<file path="src/rtl/press_classifier.sv">
// rtl/press_classifier.sv - short/long/double press classifier; optional auto-repeat via AUTO_REPEAT_EN
module press_classifier #(
  parameter int LONG_TICKS   = 50_000_000,
  parameter int DOUBLE_TICKS = 12_500_000,
  parameter int REPEAT_TICKS = 5_000_000,
  parameter int CNT_W        = 26
) (
  input  logic CLK,
  input  logic RST,
  input  logic press,
  output logic short_pulse,
  output logic long_pulse,
  output logic double_pulse,
  output logic repeat_pulse,
  output logic held
);

  typedef enum logic [2:0] {
    S_IDLE   = 3'd0,
    S_PRESS1 = 3'd1,
    S_WAIT2  = 3'd2,
    S_PRESS2 = 3'd3,
    S_LONG   = 3'd4
  } state_t;

  localparam logic [CNT_W-1:0] LONG_LAST   = CNT_W'(LONG_TICKS - 1);
  localparam logic [CNT_W-1:0] DOUBLE_LAST = CNT_W'(DOUBLE_TICKS - 1);
  localparam logic [CNT_W-1:0] CNT_ONE     = CNT_W'(1);
  localparam logic [CNT_W-1:0] CNT_MAX     = '1;

  state_t           r_state;
  logic [CNT_W-1:0] r_cnt;
  logic             r_press_q;
  logic             r_short;
  logic             r_long;
  logic             r_double;
  logic             r_held;
  logic             w_rise;

  assign w_rise = press & ~r_press_q;

  // Previous press level; resets high so a switch held through reset is not seen as a new press
  always_ff @(posedge CLK or posedge RST) begin
    if (RST) begin
      r_press_q <= 1'b1;
    end else begin
      r_press_q <= press;
    end
  end

  // Gesture FSM with its timing counter and registered event outputs
  always_ff @(posedge CLK or posedge RST) begin
    if (RST) begin
      r_state  <= S_IDLE;
      r_cnt    <= '0;
      r_short  <= 1'b0;
      r_long   <= 1'b0;
      r_double <= 1'b0;
      r_held   <= 1'b0;
    end else begin
      // Pulses last one cycle; the counter free-runs and saturates unless a transition zeroes it
      r_short  <= 1'b0;
      r_long   <= 1'b0;
      r_double <= 1'b0;
      if (r_cnt != CNT_MAX) begin
        r_cnt <= r_cnt + CNT_ONE;
      end
      case (r_state)
        S_IDLE: begin
          if (w_rise) begin
            r_state <= S_PRESS1;
            r_cnt   <= '0;
          end
        end
        S_PRESS1: begin
          // A release on the threshold edge still counts as a release
          if (!press) begin
            r_state <= S_WAIT2;
            r_cnt   <= '0;
          end else if (r_cnt == LONG_LAST) begin
            r_state <= S_LONG;
            r_cnt   <= '0;
            r_long  <= 1'b1;
            r_held  <= 1'b1;
          end
        end
        S_WAIT2: begin
          // A second press on the timeout edge wins over the short-press decision
          if (w_rise) begin
            r_state <= S_PRESS2;
            r_cnt   <= '0;
          end else if (r_cnt == DOUBLE_LAST) begin
            r_state <= S_IDLE;
            r_cnt   <= '0;
            r_short <= 1'b1;
          end
        end
        S_PRESS2: begin
          if (!press) begin
            r_state  <= S_IDLE;
            r_cnt    <= '0;
            r_double <= 1'b1;
          end else if (r_cnt == LONG_LAST) begin
            r_state <= S_LONG;
            r_cnt   <= '0;
            r_long  <= 1'b1;
            r_held  <= 1'b1;
          end
        end
        S_LONG: begin
          if (!press) begin
            r_state <= S_IDLE;
            r_cnt   <= '0;
            r_held  <= 1'b0;
          end
        end
        default: begin
          r_state <= S_IDLE;
          r_cnt   <= '0;
          r_held  <= 1'b0;
        end
      endcase
    end
  end

  assign short_pulse  = r_short;
  assign long_pulse   = r_long;
  assign double_pulse = r_double;
  assign held         = r_held;

`ifdef AUTO_REPEAT_EN
  localparam logic [CNT_W-1:0] REPEAT_LAST = CNT_W'(REPEAT_TICKS - 1);

  logic [CNT_W-1:0] r_rep_cnt;
  logic             r_repeat;

  // Auto-repeat divider; runs only while the long press is still held, idle and cleared otherwise
  always_ff @(posedge CLK or posedge RST) begin
    if (RST) begin
      r_rep_cnt <= '0;
      r_repeat  <= 1'b0;
    end else begin
      r_repeat <= 1'b0;
      if (r_state == S_LONG && press) begin
        if (r_rep_cnt == REPEAT_LAST) begin
          r_rep_cnt <= '0;
          r_repeat  <= 1'b1;
        end else begin
          r_rep_cnt <= r_rep_cnt + CNT_ONE;
        end
      end else begin
        r_rep_cnt <= '0;
      end
    end
  end

  assign repeat_pulse = r_repeat;
`else
  logic w_unused_repeat;

  assign w_unused_repeat = (REPEAT_TICKS != 0);
  assign repeat_pulse    = 1'b0;
`endif

endmodule

</file>
<file path="config.mk">
export PLATFORM = sky130hd
export DESIGN_NAME = press_classifier
export DESIGN_NICKNAME = d
export VERILOG_FILES = /design/src/rtl/press_classifier.sv
export SDC_FILE = /design/constraint.sdc
export NUM_CORES = 1
export LEC_CHECK = 0
export BUFFER_PORTS_ARGS = -buffer_cell sky130_fd_sc_hd__buf_2
export CORE_UTILIZATION = 55
export DETAILED_ROUTE_END_ITERATION = 10
export PLACE_DENSITY = 0.77
export SETUP_SLACK_MARGIN = 0.02
export SLEW_MARGIN = 5
export SYNTH_ARGS = -nofsm -noshare
export SYNTH_HDL_FRONTEND = slang
export SYNTH_SLANG_ARGS = --single-unit
</file>
<file path="constraint.sdc">
create_clock -name CLK -period 4.3 [get_ports CLK]
set_input_delay 0.86 -clock CLK [delete_from_list [all_inputs] [get_ports CLK]]
set_output_delay 0.86 -clock CLK [all_outputs]
set_load 0.005 [all_outputs]
</file>
# Word-level counts from Yosys, hierarchy flattened
# Cells that the tools add are included.
[classes]
add_sub_neg = 1
n_reduce_logical = 5
eq_ne = 12
n_mux = 28
bitwise_logic = 3
[op_table]
columns = ["cell", "count"]
rows = [
  ["26-bit 2-to-1 mux", 7],
  ["26-bit case mux with 4 select lines", 1],
  ["26-bit by 1-bit adder with 26-bit output, second input constant", 1],
  ["26-bit by 24-bit equality test with 1-bit output, second input constant", 1],
  ["26-bit equality test, second input constant", 1],
  ["26-bit inequality test, second input constant", 1],
  ["3-bit 2-to-1 mux", 7],
  ["3-bit case mux with 5 select lines", 1],
  ["1-bit 2-to-1 mux", 11],
  ["3-bit by 2-bit equality test with 1-bit output, second input constant", 2],
  ["2-bit by 1-bit inequality test with 1-bit output, second input constant", 2],
  ["2-bit inequality test, second input constant", 2],
  ["4-bit AND reduction", 1],
  ["2-bit OR reduction", 2],
  ["3-bit by 1-bit equality test with 1-bit output, second input constant", 1],
  ["3-bit equality test, second input constant", 1],
  ["3-bit zero test", 1],
  ["3-bit inequality test, second input constant", 1],
  ["1-bit case mux with 3 select lines", 1],
  ["3-bit AND reduction", 1],
  ["1-bit NOT", 2],
  ["1-bit AND", 1],
]
[totals]
out_inout_bits = 5
reg_bits = 34
in_bits = 3

# Logic depth before layout (Yosys ltp)
# Gate-level depths: netlist (run 1).
[logic_depth]
depth_word = 5
ltp_mapped = 9
mapped_depth_nobuf = 6

# Worst setup path before layout (run 1)
# Ideal clock, no wire load.
[synth_path]
kind = "flip-flop to flip-flop"
start = "register r_cnt[6]"
end = "register r_cnt[9]"
stages_incl_launch_ff = 8
period_less_slack_ns = 2.084
arrival_time_ns = 1.954
path_buffers = 2
path_slack_ns = 2.216
required_ns = 4.170
path_cell_list = "dfrtp_1 -> or4b_1 -> or4_1 -> o21bai_1 -> o211a_1 -> buf_6 -> buf_6 -> a21oi_1"
[synth_via]
elab_chain_len = 5
[synth_rtl]
columns = ["item", "line_no", "text"]
rows = [
  ["start, declared", "32", "logic [CNT_W-1:0] r_cnt;"],
  ["start signal, assigned", "66", "r_cnt <= r_cnt + CNT_ONE;"],
  ["26-bit by 1-bit adder with 26-bit output / 26-bit inequality test (equally long branches)", "66, 65", ""],
  ["26-bit 2-to-1 mux", "65", "if (r_cnt != CNT_MAX) begin"],
  ["26-bit 2-to-1 mux, on equally long branches", "80, 103, 92", ""],
  ["26-bit 2-to-1 mux, on equally long branches", "99, 89", ""],
  ["26-bit case mux with 4 select lines (*)", "68", "case (r_state)"],
]
# Mark *: on every way between the ends. The rest lies on a longest branch, timed or not.
# A chain may end at the register's enable or synchronous reset.

# Worst setup path after layout (run 1)
[layout_path]
start = "register r_cnt[5]"
end = "register r_cnt[11]"
# Same word-level chain as after synthesis.

==> impl_metrics.csv, run 1 <==
group,metric,value,unit
grt,first_global_vias,1544,
power,pwr-share-seq,0.568,
routing,detail_route.vias_per_cell,6.26,
placed_design,port_buffers,6,
routing,route.vias.total,1589,
grt,globalRouteTotalUtil,0.257,
timing,final_critical_path_required_period,2.67,ns
synth,ys_top_cells_by_area,"sky130_fd_sc_hd__dfrtp_1 44%, sky130_fd_sc_hd__a21oi_1 4.3%, sky130_fd_sc_hd__nor2_1 4.0%",
routing,drc,0,
power,comb_power_share,0.076,
setup_path,worst-setup-path-type,"reg2reg",
cells_and_area,final_core_utilization,0.631,
timing,worstMarginPinSlew,0.783,ns
timing,relSlewSlack,0.478,
timing,timing.hold.ws,0.544,ns
timing,final-hold-violation-count,0,
synth,synthDominantAreaCellType,"sky130_fd_sc_hd__dfrtp_1",
clocking,post_cts_buffers,0,
setup_path,max_stage_delay,0.68,ns
placed_design,dpl_cell_area,1910,sq um
setup_path,worst_setup_path_start_kind,"register",
routing,route.detailed.wl_per_inst,15.9,microns
synth,synthCells,203,
timing,achievable-frequency,0.375,GHz
routing,drtIter0Drc,104,
clocking,cts_tree,"done",
placed_design,globalplace.congestion,0.881,
cells_and_area,design_area,1990,sq um
timing,timing_max_transition_violations_final,0,
power,max-vdd-ir-drop,0.169,mV
grt,residual_overflow_from_global_routing,0,
placed_design,detailedPlacementHpwl,2870,microns
grt,grt_pass1_wl,6860,microns
synth,synth_nets,207,
cells_and_area,multi_input_area,958,sq um
routing,detail_route.first_pass.iterations,5,
timing,finalClockSkew,0.0109,ns
synth,postSynthRegisterBits,34,
cells_and_area,area_growth_syn_to_layout,6.00,%
synth,yosysTopAreaCellShare,0.440,
power,clkPwrFrac,0.356,
clocking,root_buffer,"sky130_fd_sc_hd__clkbuf_4",
worst_hold_path,hold_path_class,"reg2reg",
clocking,htreeDepth,2,
setup_path,worstPathCellList,"or4b_1 > or4_1 > o21bai_1 > o211a_1 > nor3_1",
synth,synth_enable_flop_cells,0,
cells_and_area,post_route_cells_drive_above_1_share,0.100,
floorplanning,initial_core_util,0.595,
grt,grt_start_max_net_pins,35,
floorplanning,dieHeight,60.4,microns
setup_path,end_kind,"register",
floorplanning,boundaryPins,8,
routing,postRouteAntennaNets,0,
synth,postSynth.asyncResetShare,1.00,
synth,postSynth.topFlopCell,"sky130_fd_sc_hd__dfrtp_1",
synth,avgSynthCellArea,9.25,sq um
floorplanning,die_width,60.4,microns
clocking,ctsHoldBuffers,0,
synth,synth_seq_area_share,0.454,
synth,syn_area,1880,sq um
clocking,ctsResizeCount,0,
timing,final_report_setup_violation_count,0,
setup_path,data_arrival_time_of_the_worst_path,2.86,ns
clocking,clock_tree.buffer_depth,2,
timing,rsz0062_at_grt,"no",
synth,post_synth_num_cell_types,44,
cells_and_area,antennaDiodeCount,0,
timing,period_share,0.621,
power,power.leakage,0.780,nW
floorplanning,core_area,3150,sq um
setup_path,worstPathMaxFanout,26,
routing,drt_total_wl,4030,microns
synth,ys_warn_count,0,
floorplanning,fp-row-count,20,
power,powerDensity,308,nW/um^2
clocking,insertion_delay,0.35,ns
cells_and_area,nFillCells,287,
clocking,cts-buffers-inserted,5,
floorplanning,die_ar,3650,sq um
timing,tns,0,ns
clocking,clkTransAtPathRegs,0.11,ns
status,run_status,"finished, final reports clean",
clocking,clock-sinks,34,
setup_path,worst-endpoint-required,4.49,ns
cells_and_area,total_nets_final,213,
power,intPower,0.462,mW
power,p_switching,0.151,mW
cells_and_area,layout.area.seq,852,sq um
setup_path,crit_path_top_delay_cell,"sky130_fd_sc_hd__o211a_1",
grt,antenna_violations_before_repair,0,
power,netSwitchingFraction,0.246,
run,max_cap_viols,0,
-- cell usage in the layout, fill, tap and decap left out, drive strengths merged, types with 2 or more instances in the layout --
cell     count
or4          6
xnor2        7
nor2        21
or2          2
and3         5
clkbuf       8
nor2b        3
nand4        9
nor3         8
dfrtp       33
inv          2
or4b         2
and2         2
o21ai        8
a211oi       2
xor2         5
buf          7
nand3       11
nand2       16
and4         5
a21oi       16
nor4         4
o31ai        3
o2111ai      2
or3          9
-- worst max-delay path, delay by kind of cell, from the launching register on --
kind               cells  cell delay (ns)
and+or+nand+nor        3             1.21
DFF                    1             0.45
AOI/OAI and AO/OA      2             0.83
-- cell families (layout without fill, tap and decap cells) --
logic type                 after synthesis  after routing  share of synthesized area
xor gates and xnor gates                12             12                     0.0560
other                                    1              1                    0.00200
DFF                                     34             34                      0.454
adders and majority gates                1              1                    0.00667
buffers and inverters                   10             17                     0.0353
and+or+nand+nor                        106            106                      0.316
AOI/OAI and AO/OA                       38             38                      0.125
muxes                                    1              1                    0.00533
-- power groups by stage --
stage / clock [mW] / combinational (mW) / sequential (mW)
after floorplan: 0 / 0.0435 / 0.349
after global placement: 0 / 0.0451 / 0.352
after detailed placement: 0 / 0.0477 / 0.354
after CTS: 0.226 / 0.0478 / 0.347
after global routing: 0.238 / 0.0544 / 0.350
final: 0.218 / 0.0467 / 0.348
-- layout make-up --
type	count	area share
Timing Repair Buffer	7	0.0189
Tap cell	44	0.0277
Clock buffer	8	0.0396
Sequential cell	34	0.428
Multi-Input combinational cell	159	0.482
Inverter	2	0.00377
-- flip-flops by register name, summed over array words and instances (netlist names) --
register      flops
long_pulse        1
held              1
r_cnt            26
short_pulse       1
r_press_q         1
double_pulse      1
r_state           3
-- routing by layer --
layer / track usage / wire length (microns) / vias up
li1: - / - / 766
met1: 0.320 / 1720 / 760
met2: 0.433 / 2020 / 56
met3: 0.0597 / 214 / 7
met4: 0.101 / 77 / 0
met5: 0 / 0 / -
-- final timing paths --
check | startpoint | to | slack (ns) | cells after the start
setup reg to reg | r_cnt[5]$_DFF_PP0_ | r_cnt[11]$_DFF_PP0_ | 1.63 | 5
hold reg to reg | r_state[2]$_DFFE_PP0P_ | r_state[1]$_DFFE_PP0P_ | 0.54 | 1
max in group asynchronous | RST | r_press_q$_DFF_PP1_ | 3.39 | 3
min in group asynchronous | RST | r_state[1]$_DFFE_PP0P_ | 0.59 | 3
setup / recovery | r_cnt[5]$_DFF_PP0_ | r_cnt[11]$_DFF_PP0_ | 1.63 | 5
hold / removal | r_state[2]$_DFFE_PP0P_ | r_state[1]$_DFFE_PP0P_ | 0.54 | 1
-- cell usage after synthesis (2+ instances only) --
library cell	number
sky130_fd_sc_hd__a211oi_1	2
sky130_fd_sc_hd__a21oi_1	16
sky130_fd_sc_hd__and2_1	2
sky130_fd_sc_hd__and3_1	5
sky130_fd_sc_hd__and4_1	5
sky130_fd_sc_hd__buf_6	3
sky130_fd_sc_hd__clkbuf_1	2
sky130_fd_sc_hd__dfrtp_1	33
sky130_fd_sc_hd__inv_1	2
sky130_fd_sc_hd__nand2_1	16
sky130_fd_sc_hd__nand3_1	11
sky130_fd_sc_hd__nand4_1	9
sky130_fd_sc_hd__nor2_1	20
sky130_fd_sc_hd__nor2b_1	3
sky130_fd_sc_hd__nor3_1	8
sky130_fd_sc_hd__nor4_1	3
sky130_fd_sc_hd__o2111ai_1	2
sky130_fd_sc_hd__o21ai_0	8
sky130_fd_sc_hd__o31ai_1	3
sky130_fd_sc_hd__or2_2	2
sky130_fd_sc_hd__or3_1	9
sky130_fd_sc_hd__or4_1	6
sky130_fd_sc_hd__or4b_1	2
sky130_fd_sc_hd__xnor2_1	7
sky130_fd_sc_hd__xor2_1	5
-- through the flow --
step                total power [mW]  worst slack (ns)  cells
finish                         0.612              1.63    254
global route                   0.643              1.50    254
CTS                            0.621              1.67    254
detailed placement             0.401              1.69    246
global placement               0.397              1.77    246
floorplan                      0.392              2.22    203
Power figures use the tool's default switching activity.
==> run 2: changes to the inputs <==
--- a/config.mk
+++ b/config.mk
@@ -5,6 +5,7 @@
 export SDC_FILE = /design/constraint.sdc
 export NUM_CORES = 1
 export LEC_CHECK = 0
+export ABC_AREA = 1
 export BUFFER_PORTS_ARGS = -buffer_cell sky130_fd_sc_hd__buf_2
 export CORE_UTILIZATION = 55
 export DETAILED_ROUTE_END_ITERATION = 10
==> constraint.sdc (replaced) <==
create_clock -name CLK -period 2.6 [get_ports CLK]
set_input_delay 0.52 -clock CLK [delete_from_list [all_inputs] [get_ports CLK]]
set_output_delay 0.52 -clock CLK [all_outputs]
set_load 0.005 [all_outputs]
==> run 2 against run 1 <==
Utilization fell by 3.4 points. Combinational power grew to 7.0 times the previous value. Critical path depth increased by 4. Final area increased by 31%. Critical path type unchanged. Critical endpoint is now r_cnt[1]$_DFF_PP0_.
==> impl_metrics.csv, run 2 <==
group,metric,value,unit
cells_and_area,largest_register_ffs,26,
routing,drt_total_wl,6240,microns
timing,period_share,0.787,
timing,timing.hold.ws,0.311,ns
clocking,ctsHoldBuffers,0,
synth,yosysTopAreaCellShare,0.331,
floorplanning,dieHeight,69.4,microns
synth,synth_seq_area_share,0.341,
setup_path,data_arrival_time_of_the_worst_path,2.24,ns
power,pwr-share-seq,0.463,
grt,residual_overflow_from_global_routing,0,
clocking,clock_tree.buffer_depth,2,
grt,antenna_violations_before_repair,0,
routing,detail_route.vias_per_cell,5.23,
placed_design,place_inst,443,
cells_and_area,antennaDiodeCount,0,
setup_path,worst_setup_path_start_kind,"register",
power,netSwitchingFraction,0.360,
grt,grt_pass1_wl,10500,microns
grt,grt.met2_usage,0.443,
synth,synth_cell_count_leaders,"122 x sky130_fd_sc_hd__nand2_1, 73 x sky130_fd_sc_hd__nor2_1, 63 x sky130_fd_sc_hd__inv_1",
timing,final-hold-violation-count,0,
floorplanning,die_ar,4810,sq um
timing,tns,0,ns
clocking,clock-sinks,34,
floorplanning,fp-row-count,24,
timing,timing_max_transition_violations_final,0,
power,comb_power_share,0.247,
grt,first_global_vias,2236,
synth,synth_nets,396,
timing,final_critical_path_required_period,2.05,ns
power,max-vdd-ir-drop,0.481,mV
grt,grt.met1_usage,0.363,
power,clkPwrFrac,0.289,
clocking,cts-buffers-inserted,5,
synth,syn_area,2500,sq um
synth,synthMostInstantiatedCell,"sky130_fd_sc_hd__nand2_1",
synth,postSynth.asyncResetShare,1.00,
clocking,insertion_delay,0.29,ns
timing,relSlewSlack,0.654,
setup_path,worstPathMaxFanout,11,
power,powerDensity,512,nW/um^2
clocking,ctsResizeCount,0,
routing,detail_route.first_pass.iterations,5,
synth,ys_warn_count,0,
clocking,root_buffer,"sky130_fd_sc_hd__clkbuf_8",
worst_hold_path,hold_path_class,"in2async",
synth,avgSynthCellArea,6.37,sq um
timing,rsz0062_at_grt,"no",
clocking,cts_tree,"done",
grt,grt_util_met3,0.0509,
floorplanning,initial_core_util,0.573,
grt,gr_peak_layer,"met2",
synth,synth_enable_flop_cells,0,
synth,synthDominantAreaCellType,"sky130_fd_sc_hd__dfrtp_1",
timing,final_report_setup_violation_count,0,
cells_and_area,finish.cell_count_without_fillers,451,
placed_design,globalplace.congestion,0.975,
grt,grt_start_max_net_pins,35,
synth,synthCells,392,
timing,achievable-frequency,0.489,GHz
cells_and_area,layout.cells.most_common,"sky130_fd_sc_hd__nand2_1",
grt,globalRouteTotalUtil,0.278,
cells_and_area,top_regs,"r_cnt (26), r_state (3)",
floorplanning,boundaryPins,8,
cells_and_area,top_library_cells_by_usage_in_the_layout_fill_and_taps_aside,"122 x sky130_fd_sc_hd__nand2_1, 73 x sky130_fd_sc_hd__nor2_1, 63 x sky130_fd_sc_hd__inv_1, 38 x sky130_fd_sc_hd__nand3_1, 33 x sky130_fd_sc_hd__dfrtp_1",
routing,route.detailed.wl_per_inst,13.8,microns
cells_and_area,total_nets_final,402,
run,max_cap_viols,0,
cells_and_area,top_register_by_number_of_flip_flops,"r_cnt",
routing,postRouteAntennaNets,0,
setup_path,end_kind,"register",
floorplanning,die_width,69.4,microns
routing,drc,0,
clocking,clkTransAtPathRegs,0.08,ns
placed_design,port_buffers,6,
timing,finalClockSkew,0.0113,ns
setup_path,worst-setup-path-type,"reg2reg",
routing,route.vias.total,2360,
synth,post_synth_num_cell_types,30,
power,intPower,0.853,mW
power,p_switching,0.479,mW
cells_and_area,area_growth_syn_to_layout,4.21,%
synth,postSynthRegisterBits,34,
clocking,post_cts_buffers,0,
status,run_status,"finished, final reports clean",
synth,postSynth.topFlopCell,"sky130_fd_sc_hd__dfrtp_1",
timing,worstMarginPinSlew,0.515,ns
routing,drtIter0Drc,195,
placed_design,detailedPlacementHpwl,4700,microns
setup_path,worst-endpoint-required,2.79,ns
setup_path,reg2reg_setup_slack,0.55,ns
clocking,htreeDepth,2,
power,power.leakage,1.40,nW
cells_and_area,post_route_cells_drive_above_1_share,0.0877,
floorplanning,core_area,4350,sq um
synth,ys_top_cells_by_area,"sky130_fd_sc_hd__dfrtp_1 33%, sky130_fd_sc_hd__nand2_1 18%, sky130_fd_sc_hd__nor2_1 11%",
run 2: changes by cell type in the layout (fill, tap and decap cells not counted), moves of 5 or more:
cell / before / now
sky130_fd_sc_hd__nand2_2: 0 / 5
sky130_fd_sc_hd__clkbuf_4: 5 / 0
sky130_fd_sc_hd__and4_1: 5 / 0
sky130_fd_sc_hd__o21ai_0: 8 / 3
sky130_fd_sc_hd__inv_1: 2 / 63
sky130_fd_sc_hd__or3_1: 9 / 0
sky130_fd_sc_hd__a21oi_1: 16 / 6
sky130_fd_sc_hd__nand2_1: 16 / 122
sky130_fd_sc_hd__nand3_1: 11 / 38
sky130_fd_sc_hd__and3_1: 5 / 0
sky130_fd_sc_hd__or4_1: 6 / 0
sky130_fd_sc_hd__nor2_1: 20 / 73
sky130_fd_sc_hd__xnor2_1: 7 / 0
run 2: layer usage:
metal  wire, microns  vias up
li1                -     1210
met3             350       21
met1            2890     1061
met5               0        -
met4             204        0
met2            2790       68
run 2: final timing paths:
kind / depth (start not counted) / endpoint / start
worst min register to register: 2 / held$_DFFE_PP0P_ / held$_DFFE_PP0P_
max in group asynchronous: 3 / r_press_q$_DFF_PP1_ / RST
worst min-delay path: 3 / r_cnt[24]$_DFF_PP0_ / RST
worst max-delay path: 9 / r_cnt[1]$_DFF_PP0_ / r_cnt[1]$_DFF_PP0_
min in group CLK: 1 / r_press_q$_DFF_PP1_ / press
worst max register to register: 9 / r_cnt[1]$_DFF_PP0_ / r_cnt[1]$_DFF_PP0_
run 2: critical path, cell delays in order (launching register included):
cell                      delay, ns
sky130_fd_sc_hd__dfrtp_1       0.39
sky130_fd_sc_hd__ha_1          0.29
sky130_fd_sc_hd__nand2_2       0.15
sky130_fd_sc_hd__nor2_8        0.16
sky130_fd_sc_hd__nand2_4       0.09
sky130_fd_sc_hd__nor2_8        0.15
sky130_fd_sc_hd__nand2_1       0.24
sky130_fd_sc_hd__or2_2         0.35
sky130_fd_sc_hd__nand3_1       0.08
sky130_fd_sc_hd__inv_1         0.04
run 2: cell families (layout without fill, tap and decap cells):
kind of cell	after synthesis	in the layout	share of synthesized area
buffers and inverters	71	78	0.127
flip-flops	34	34	0.341
AO/OA/AOI/OAI	16	16	0.0396
AND/OR/NAND/NOR	268	268	0.482
adder cells (fa/ha/maj)	1	1	0.00501
other	1	1	0.00150
XOR/XNOR	1	1	0.00351
run 2: cell type report:
type | count | area (sq um)
fillers | 422 | 1750
multi-input cells | 287 | 1330
flip-flops and latches | 34 | 852
inverters | 63 | 236
clock buffers | 6 | 72.6
well taps | 52 | 65.1
repair buffers | 7 | 37.5
clock inverters | 2 | 10.0
run 2: power by group through the flow:
stage	Clock (mW)	Combinational, mW	Sequential (mW)
finish	0.386	0.329	0.617
global route	0.410	0.376	0.622
CTS	0.389	0.329	0.617
detailed placement	0	0.328	0.627
global placement	0	0.321	0.624
floorplan	0	0.286	0.614
run 2: metrics by stage:
step                      setup slack, ns   util  cell area, sq um  power (mW)
final                               0.555  0.597              2600        1.33
after global routing                0.398  0.597              2600        1.41
after CTS                           0.558  0.597              2600        1.34
after detailed placement            0.567  0.578              2520       0.955
after global placement              0.606  0.578              2520       0.945
after floorplan                     0.953      -              2500       0.901
